<file path="src/rtl/axi_cmd_master.sv">
// axi_cmd_master: single-outstanding AXI4 initiator. Turns one read or write
// INCR-burst command plus local data streams into AXI4 traffic.
module axi_cmd_master #(
  parameter int DATA_WIDTH = 64,
  parameter int ADDR_WIDTH = 64,
  parameter int ID_WIDTH   = 4,
  parameter int AXI_ID     = 0
) (
  input  logic                      clk,
  input  logic                      rst_n,
  input  logic                      cmd_valid,
  output logic                      cmd_ready,
  input  logic                      cmd_write,
  input  logic [ADDR_WIDTH-1:0]     cmd_addr,
  input  logic [7:0]                cmd_len,
  input  logic [DATA_WIDTH-1:0]     wr_data,
  input  logic [DATA_WIDTH/8-1:0]   wr_strb,
  input  logic                      wr_valid,
  output logic                      wr_ready,
  output logic [DATA_WIDTH-1:0]     rd_data,
  output logic                      rd_last,
  output logic                      rd_valid,
  input  logic                      rd_ready,
  output logic                      done,
  output logic [1:0]                done_resp,
  output logic [ID_WIDTH-1:0]       m_axi_awid,
  output logic [ADDR_WIDTH-1:0]     m_axi_awaddr,
  output logic [7:0]                m_axi_awlen,
  output logic [2:0]                m_axi_awsize,
  output logic [1:0]                m_axi_awburst,
  output logic                      m_axi_awlock,
  output logic [3:0]                m_axi_awcache,
  output logic [2:0]                m_axi_awprot,
  output logic                      m_axi_awvalid,
  input  logic                      m_axi_awready,
  output logic [DATA_WIDTH-1:0]     m_axi_wdata,
  output logic [DATA_WIDTH/8-1:0]   m_axi_wstrb,
  output logic                      m_axi_wlast,
  output logic                      m_axi_wvalid,
  input  logic                      m_axi_wready,
  input  logic [ID_WIDTH-1:0]       m_axi_bid,
  input  logic [1:0]                m_axi_bresp,
  input  logic                      m_axi_bvalid,
  output logic                      m_axi_bready,
  output logic [ID_WIDTH-1:0]       m_axi_arid,
  output logic [ADDR_WIDTH-1:0]     m_axi_araddr,
  output logic [7:0]                m_axi_arlen,
  output logic [2:0]                m_axi_arsize,
  output logic [1:0]                m_axi_arburst,
  output logic                      m_axi_arlock,
  output logic [3:0]                m_axi_arcache,
  output logic [2:0]                m_axi_arprot,
  output logic                      m_axi_arvalid,
  input  logic                      m_axi_arready,
  input  logic [ID_WIDTH-1:0]       m_axi_rid,
  input  logic [DATA_WIDTH-1:0]     m_axi_rdata,
  input  logic [1:0]                m_axi_rresp,
  input  logic                      m_axi_rlast,
  input  logic                      m_axi_rvalid,
  output logic                      m_axi_rready
);

  localparam logic [2:0]          AXSIZE = 3'($clog2(DATA_WIDTH / 8));
  localparam logic [ID_WIDTH-1:0] ID     = ID_WIDTH'(AXI_ID);

  typedef enum logic [2:0] {IDLE, AW, W, B, AR, R} state_t;

  state_t                  state_q, state_d;
  logic [ADDR_WIDTH-1:0]   addr_q, addr_d;
  logic [7:0]              len_q, len_d;
  logic [7:0]              cnt_q, cnt_d;
  logic                    err_q, err_d;
  logic [1:0]              resp_q, resp_d;
  logic                    done_q, done_d;
  logic [1:0]              done_resp_q, done_resp_d;

  logic                    r_beat_last;
  logic                    r_beat_err;
  logic [1:0]              r_resp_max;

  assign m_axi_awid    = ID;
  assign m_axi_awaddr  = addr_q;
  assign m_axi_awlen   = len_q;
  assign m_axi_awsize  = AXSIZE;
  assign m_axi_awburst = 2'b01;
  assign m_axi_awlock  = 1'b0;
  assign m_axi_awcache = '0;
  assign m_axi_awprot  = '0;
  assign m_axi_arid    = ID;
  assign m_axi_araddr  = addr_q;
  assign m_axi_arlen   = len_q;
  assign m_axi_arsize  = AXSIZE;
  assign m_axi_arburst = 2'b01;
  assign m_axi_arlock  = 1'b0;
  assign m_axi_arcache = '0;
  assign m_axi_arprot  = '0;
  assign m_axi_wdata   = wr_data;
  assign m_axi_wstrb   = wr_strb;
  assign rd_data       = m_axi_rdata;
  assign rd_last       = m_axi_rlast;
  assign done          = done_q;
  assign done_resp     = done_resp_q;

  // Read-beat bookkeeping: a beat is "last" either by rlast or by reaching len;
  // any disagreement between the two, or a foreign rid, is a protocol error.
  assign r_beat_last = (cnt_q == len_q);
  assign r_beat_err  = (m_axi_rlast != r_beat_last) || (m_axi_rid != ID);
  assign r_resp_max  = (m_axi_rresp > resp_q) ? m_axi_rresp : resp_q;

  // State and datapath registers; reset abandons any burst without a done pulse.
  always_ff @(posedge clk or negedge rst_n) begin
    if (!rst_n) begin
      state_q     <= IDLE;
      addr_q      <= '0;
      len_q       <= '0;
      cnt_q       <= '0;
      err_q       <= 1'b0;
      resp_q      <= '0;
      done_q      <= 1'b0;
      done_resp_q <= '0;
    end else begin
      state_q     <= state_d;
      addr_q      <= addr_d;
      len_q       <= len_d;
      cnt_q       <= cnt_d;
      err_q       <= err_d;
      resp_q      <= resp_d;
      done_q      <= done_d;
      done_resp_q <= done_resp_d;
    end
  end

  // Next-state and handshake outputs for the one-transaction-at-a-time FSM.
  always_comb begin
    state_d       = state_q;
    addr_d        = addr_q;
    len_d         = len_q;
    cnt_d         = cnt_q;
    err_d         = err_q;
    resp_d        = resp_q;
    done_d        = 1'b0;
    done_resp_d   = done_resp_q;
    cmd_ready     = 1'b0;
    m_axi_awvalid = 1'b0;
    m_axi_wvalid  = 1'b0;
    m_axi_wlast   = 1'b0;
    wr_ready      = 1'b0;
    m_axi_bready  = 1'b0;
    m_axi_arvalid = 1'b0;
    m_axi_rready  = 1'b0;
    rd_valid      = 1'b0;
    unique case (state_q)
      IDLE: begin
        cmd_ready = 1'b1;
        if (cmd_valid) begin
          addr_d  = cmd_addr;
          len_d   = cmd_len;
          cnt_d   = '0;
          err_d   = 1'b0;
          resp_d  = '0;
          state_d = cmd_write ? AW : AR;
        end
      end
      AW: begin
        m_axi_awvalid = 1'b1;
        if (m_axi_awready) state_d = W;
      end
      W: begin
        m_axi_wvalid = wr_valid;
        wr_ready     = m_axi_wready;
        m_axi_wlast  = (cnt_q == len_q);
        if (wr_valid && m_axi_wready) begin
          if (cnt_q != 8'hFF) cnt_d = cnt_q + 8'd1;
          if (cnt_q == len_q) state_d = B;
        end
      end
      B: begin
        m_axi_bready = 1'b1;
        if (m_axi_bvalid) begin
          state_d     = IDLE;
          done_d      = 1'b1;
          done_resp_d = (m_axi_bid != ID) ? 2'b10 : m_axi_bresp;
        end
      end
      AR: begin
        m_axi_arvalid = 1'b1;
        if (m_axi_arready) state_d = R;
      end
      R: begin
        rd_valid     = m_axi_rvalid;
        m_axi_rready = rd_ready;
        if (m_axi_rvalid && rd_ready) begin
          if (cnt_q != 8'hFF) cnt_d = cnt_q + 8'd1;
          resp_d = r_resp_max;
          err_d  = err_q | r_beat_err;
          if (m_axi_rlast || r_beat_last) begin
            state_d     = IDLE;
            done_d      = 1'b1;
            done_resp_d = (err_q | r_beat_err) ? 2'b10 : r_resp_max;
          end
        end
      end
      default: state_d = IDLE;
    endcase
  end

endmodule

</file>
<file path="config.mk">
export PLATFORM = sky130hd
export DESIGN_NAME = axi_cmd_master
export DESIGN_NICKNAME = d
export VERILOG_FILES = /design/src/rtl/axi_cmd_master.sv
export SDC_FILE = /design/constraint.sdc
export NUM_CORES = 1
export LEC_CHECK = 0
export ABC_AREA = 1
export CORE_AREA = 5 5 215 217
export CTS_CLUSTER_SIZE = 20
export DETAILED_ROUTE_END_ITERATION = 6
export DIE_AREA = 0 0 220 222
export PLACE_DENSITY = 0.54
export SETUP_SLACK_MARGIN = 0.2
export SKIP_LAST_GASP = 1
export SYNTH_ARGS = -nofsm -noshare
export SYNTH_HDL_FRONTEND = slang
export SYNTH_SLANG_ARGS = --single-unit
</file>
<file path="constraint.sdc">
create_clock -name clk -period 1.81 [get_ports clk]
set_clock_uncertainty 0.2 [all_clocks]
set_input_delay 0.543 -clock clk [delete_from_list [all_inputs] [get_ports clk]]
set_output_delay 0.543 -clock clk [all_outputs]
set_load 0.005 [all_outputs]
</file>
* Word level (Yosys, flattened, before mapping)
Index checks and enable logic that the tools add are counted.
** Word-level totals
- Register bits after elaboration :: 89
- Input port bits :: 232
- Bits in latches :: 0
- Memory bits (writable) :: 0
- Memories kept :: 0
- Bits in read-only memories :: 0
- Output and inout bits :: 327
** Cells by class
- Reductions and logical operators :: 15
- Multiplexer cells :: 41
- Equal/unequal tests :: 16
- Add/subtract/negate cells :: 1
- Bitwise logic cells :: 1
- Order comparisons :: 1
- Shift operators :: 0
- Divide/modulo/power cells :: 0
- Multiply operators :: 0
** Operators by type and width (number)
- $mux W8 :: 4
- $mux W3 :: 9
- $pmux W8 S3 :: 1
- $pmux W3 S6 :: 1
- $mux W2 :: 8
- $ne A2 B2 Y1 const B :: 8
- $mux W1 :: 14
- $add A8 B1 Y8 const B :: 1
- $eq A8 B8 Y1 :: 1
- $ne A8 B8 Y1 const B :: 1
- $pmux W2 S2 :: 2
- $reduce_and A4 Y1 :: 2
- $reduce_and A8 Y1 :: 1
- $reduce_bool A4 Y1 :: 2
- $eq A3 B2 Y1 const B :: 2
- $eq A3 B3 Y1 const B :: 2
- $pmux W1 S2 :: 2
- $reduce_bool A2 Y1 :: 2
- $eq A3 B1 Y1 const B :: 1
- $logic_not A3 Y1 :: 1
- $reduce_and A3 Y1 :: 1
- $reduce_bool A3 Y1 :: 1
- $gt A2 B2 Y1 :: 1
- $logic_and A1 B1 Y1 :: 2
- 4 further kinds :: 5

* Depth between registers and ports, before layout
- Depth after elaboration :: 8
- Gate-level depth with buffers :: 13
- Gate-level depth less buffers :: 13

* Least setup slack after synthesis
Ideal clock, no wire load.
- Path kind :: register -> register
- Start :: reg cnt_q[3]
- End :: reg state_q[0]
- Buffers on the path :: 1
- Path slack :: -0.050 ns
- Data arrival time :: 1.544 ns
- Period minus slack after synthesis :: 1.860 ns
- Data required time :: 1.494 ns
- Stages on the path, launching flop included :: 13
- Path through :: dfrtp_1 > clkbuf_2 > xnor2_1 > nand2_1 > nor2_1 > nand2_1 > ha_1 > nand2_1 > nand3_1 > nor2_1 > nand2_1 > nand2_1 > nand2_1
** On the way
- Word-level cells in the longest chain between the ends :: 4
** Ends and longest elaborated chain
- start, declared :: RTL line 71 : logic [7:0] cnt_q, cnt_d;
- start signal, assigned :: RTL line 125 : cnt_q <= cnt_d;
- $eq A8 B8 Y1 * :: RTL line 106, 174
- $logic_or A1 B1 Y1 :: RTL line 196 : if (m_axi_rlast || r_beat_last) begin
- $ne A2 B2 Y1 (no line)
- $reduce_and A8 Y1 (no line) *
- end signal, assigned :: RTL line 122 : state_q <= state_d;
- end, declared :: RTL line 68 : state_t state_q, state_d;
Every way passes the cells marked *; elsewhere a longest branch is shown, timed or not.
A chain may end at the register's enable or synchronous reset.

* Final worst setup path
- Start :: reg state_q[0]
- End :: reg addr_q[21], in the netlist m_axi_araddr[21]
** On the way
- Word-level cells in the longest chain between the ends :: 2
** Ends and longest elaborated chain
- $logic_not A3 Y1 :: RTL line 152 : unique case (state_q)
- $reduce_and A2 Y1 (no line)
- end signal, assigned :: RTL line 123 : addr_q <= addr_d;
- end, declared :: RTL line 69 : logic [ADDR_WIDTH-1:0] addr_q, addr_d;
Every way passes these cells.

==> metrics.md <==
| Metric | Value |
|---|---|
| Top-area cell type share of the netlist area | between 30 and 40% |
| Failing checks | negative setup slack |
| Pleak | roughly 5.4 nW |
| Commonest non-fill, non-tap cell in the layout | buf_6 |
| Worst path cell trace | buf_6, buf_6, buf_6, nor2_8, nand2_2, inv_2, buf_6, buf_6, nand2_8, buf_16, buf_8, buf_16, mux2_2 |
| DRC | 0 |
| CP max stage delay | approximately 0.43 ns |
| DRT antenna net count | 0 |
| Largest net degree at the start of global routing | between 40 and 50 |
| Clk_lat worst skew | 0.38 ns |
| CP max-delay cell | dfrtp_2 |
| Fillers | ~4,700 |
| Most frequent CP cell | buf_6 |
| Initial DRC count | between 100 and 150 |
| Layout Nets | around 1,200 |
| Synth Area per Inst | about 9.5 sq um |
| Setup WS pre-CTS | -0.6033 ns |
| Vias in the first global route | approximately 5,200 |
| Multi-input logic area | 0.002043 sq mm |
| Most area-consuming cells after synthesis | dfrtp_1 37%, buf_4 30%, mux2_2 8.8%, nand2_1 5.4%, mux2_4 5.0% |
| CP bufs+invs | 9 |
| CTS root buf | clkbuf_16 |
| Register bit count reported by yosys | a little under 90 |
| Final hold vios | 0 |
| Cts bufs inserted | 9 |
| Fin util | about a quarter |
| Slack of the critical path | -0.4807 ns |
| Placer Congestion | approximately 0.76 |
| Max-cap violation count | 0 |
| DRT Pass-1 Iters | 6 |
| Data required, critical path | 1.86 ns |
| Routed wire per std cell | approximately 15 um |
| Worst Setup End Kind | flop |
| CTS tree | built |
| Placement Rows | 77 |
| Core Area | roughly 0.044 sq mm |
| CP Launch Type | flop |
| HPWL after detailed placement | approximately 14,000 um |
| Setup-failing EPs final | 133 |
| Crit path DAT | around 2.4 ns |
| Max VDD drop | 0.0004982 V |
| Mapped cell area | around 0.0060 sq mm |
| Crit path max-delay family | buffers and inverters |
| Hold WC Path Type | flop to flop |
| All-Layer GR Usage | between 8 and 9% |
| Num ports | 559 |
| Post-Synthesis Cells | about 630 |
| H-tree depth | 3 |
| Reg area | approximately 0.0022 sq mm |
| Netlist cell types | 28 |
| Vias per Instance | 3.264 |
| # port buffers | 252 |
| Initial core utilization | 13.62% |
| DR vias | between 4,000 and 5,000 |
| Final worst path period share | 126.6% |
| Clock transition at path regs | 0.07 ns |
| Fin crit period | ~2.3 ns |
| Critical path type | flop to flop |
| Post-synthesis sequential area ratio | between 30% and 40% |
| Status | finished with violations |
| Clock buffer depth | 2 |
| CP Max Fanout | 6 |
| Slew Limit Fails | 0 |
| Power per cell area | 448.2 mW/mm^2 |
| Die area | slightly below 0.05 sq mm |
| Initial antenna violation count | 0 |
| Layout area overhead | 73.79% |
| Final WL | 22,570 um |
| Diodes inserted | 0 |
| Synth Warn # | 0 |
| Most frequent cells in the layout | 204 x buf_6, 93 x clkdlybuf4s50_1, 87 x dfrtp_1 |
| Sink Count | a little under 90 |
| RSZ-0062 raised after global routing | true |
| Die Y | approximately 220 um |
| Die width | approximately 220 um |
| Post-synth top area cell | dfrtp_1 |
| Global-route wire length before repair | 30,930 um |
| Fmax | ~0.44 GHz |
| Grt total ovfl | 0 |
| Layout cells sized above 1 | about three fifths |
-- per-layer routing --
layer  up-vias  GRT usage [%]  part of all wire, %
met3        59          4.383                   11
li1       2268              -                    -
met1      2330          8.788                   36
met4         2          4.550                  3.9
met5         -         0.4040                 0.14
met2       269          14.02                   49
-- sequential cells by signal (all words and copies together) (netlist names) --
register	count
cnt_q	8
done	1
done_resp	2
err_q	1
m_axi_araddr	64
m_axi_arlen	8
resp_q	2
state_q	3
-- final timing paths --
kind,from,end,slack (ns),cells after the start
setup / recovery,state_q[0]$_DFFE_PN0P_,m_axi_araddr[21]$_DFFE_PN0P_,-0.48,13
hold / removal,resp_q[1]$_DFFE_PN0P_,resp_q[1]$_DFFE_PN0P_,0.30,2
setup reg to reg,state_q[0]$_DFFE_PN0P_,m_axi_araddr[21]$_DFFE_PN0P_,-0.48,13
hold reg to reg,resp_q[1]$_DFFE_PN0P_,resp_q[1]$_DFFE_PN0P_,0.30,2
max in group asynchronous,rst_n,m_axi_araddr[59]$_DFFE_PN0P_,0.51,3
min in group asynchronous,rst_n,m_axi_araddr[5]$_DFFE_PN0P_,0.37,2
-- logic make-up after synthesis --
logic type                 count (synthesis)  synth area share (%)
xor gates and xnor gates                   6                0.8779
other                                      2                0.1255
AOI/OAI and AO/OA                         20                 1.714
adders and majority gates                  5                 1.045
buffers and inverters                    299                 34.87
and+or+nand+nor                          145                 10.31
DFF                                       89                 37.21
muxes                                     67                 13.86
-- cell usage after synthesis --
cell type and number:
nand3b_1 4, nor2_1 31, xnor2_1 5, buf_6 6, o21ai_1 1, buf_2 5
nand3_1 12, nor2_8 1, conb_1 2, buf_4 243, dfrtp_1 89, inv_1 43
nor3b_1 1, nand4_1 2, nor2_2 3, mux2_4 20, nand2_1 86, o21ai_0 10
nor3_1 2, ha_1 5, a21oi_1 8, nand2_2 2, o21bai_1 1, clkbuf_2 1
or2_2 1, mux2_2 47, inv_2 1, xor2_1 1
-- power by group --
part           total, mW  switching (mW)  internal (mW)
Combinational      0.683           0.299          0.384
Sequential          2.06          0.0362           2.03
Clock               1.92           0.862           1.05
Total               4.66            1.20           3.46
-- area by class of cell --
class,count,share of cell area (%)
Tap cell,592,7.120
Inverter,44,1.588
Multi-Input combinational cell,277,19.64
Clock buffer,9,2.165
Clock inverter,5,0.5653
Timing Repair Buffer,494,47.49
Sequential cell,89,21.43
-- metrics by stage --
stage	cells	instance area [sq um]	setup TNS [ns]	hold WS [ns]	power, mW
2_1_floorplan	665	6157	0	0.04741	2.639
3_3_place_gp	1308	7950	-32.36	0.2197	2.711
6_report	1510	10400	-39.46	0.2966	4.663
4_1_cts	1461	9517	-40.88	0.2987	4.744
3_5_place_dp	1308	7950	-33.22	0.2185	2.723
5_1_grt	1510	10400	-48.48	0.3188	4.928
-- what timing repair did --
item | CTS | global route
setup buffers | 126 | 47
endpoints found under the setup margin | 246 | 245
cloned | 12 | 2
gates resized for setup | 707 | 192
endpoints found under the hold margin | 10 | 0
hold buffers | 1 | 0
pin swaps | 15 | 32
-- worst min-delay path, cell delays in order, from the launching register on --
cell and delay [ns]:
dfrtp_1 0.36, nand2_2 0.06, o21ai_2 0.04
Power figures use the tool's default switching activity.
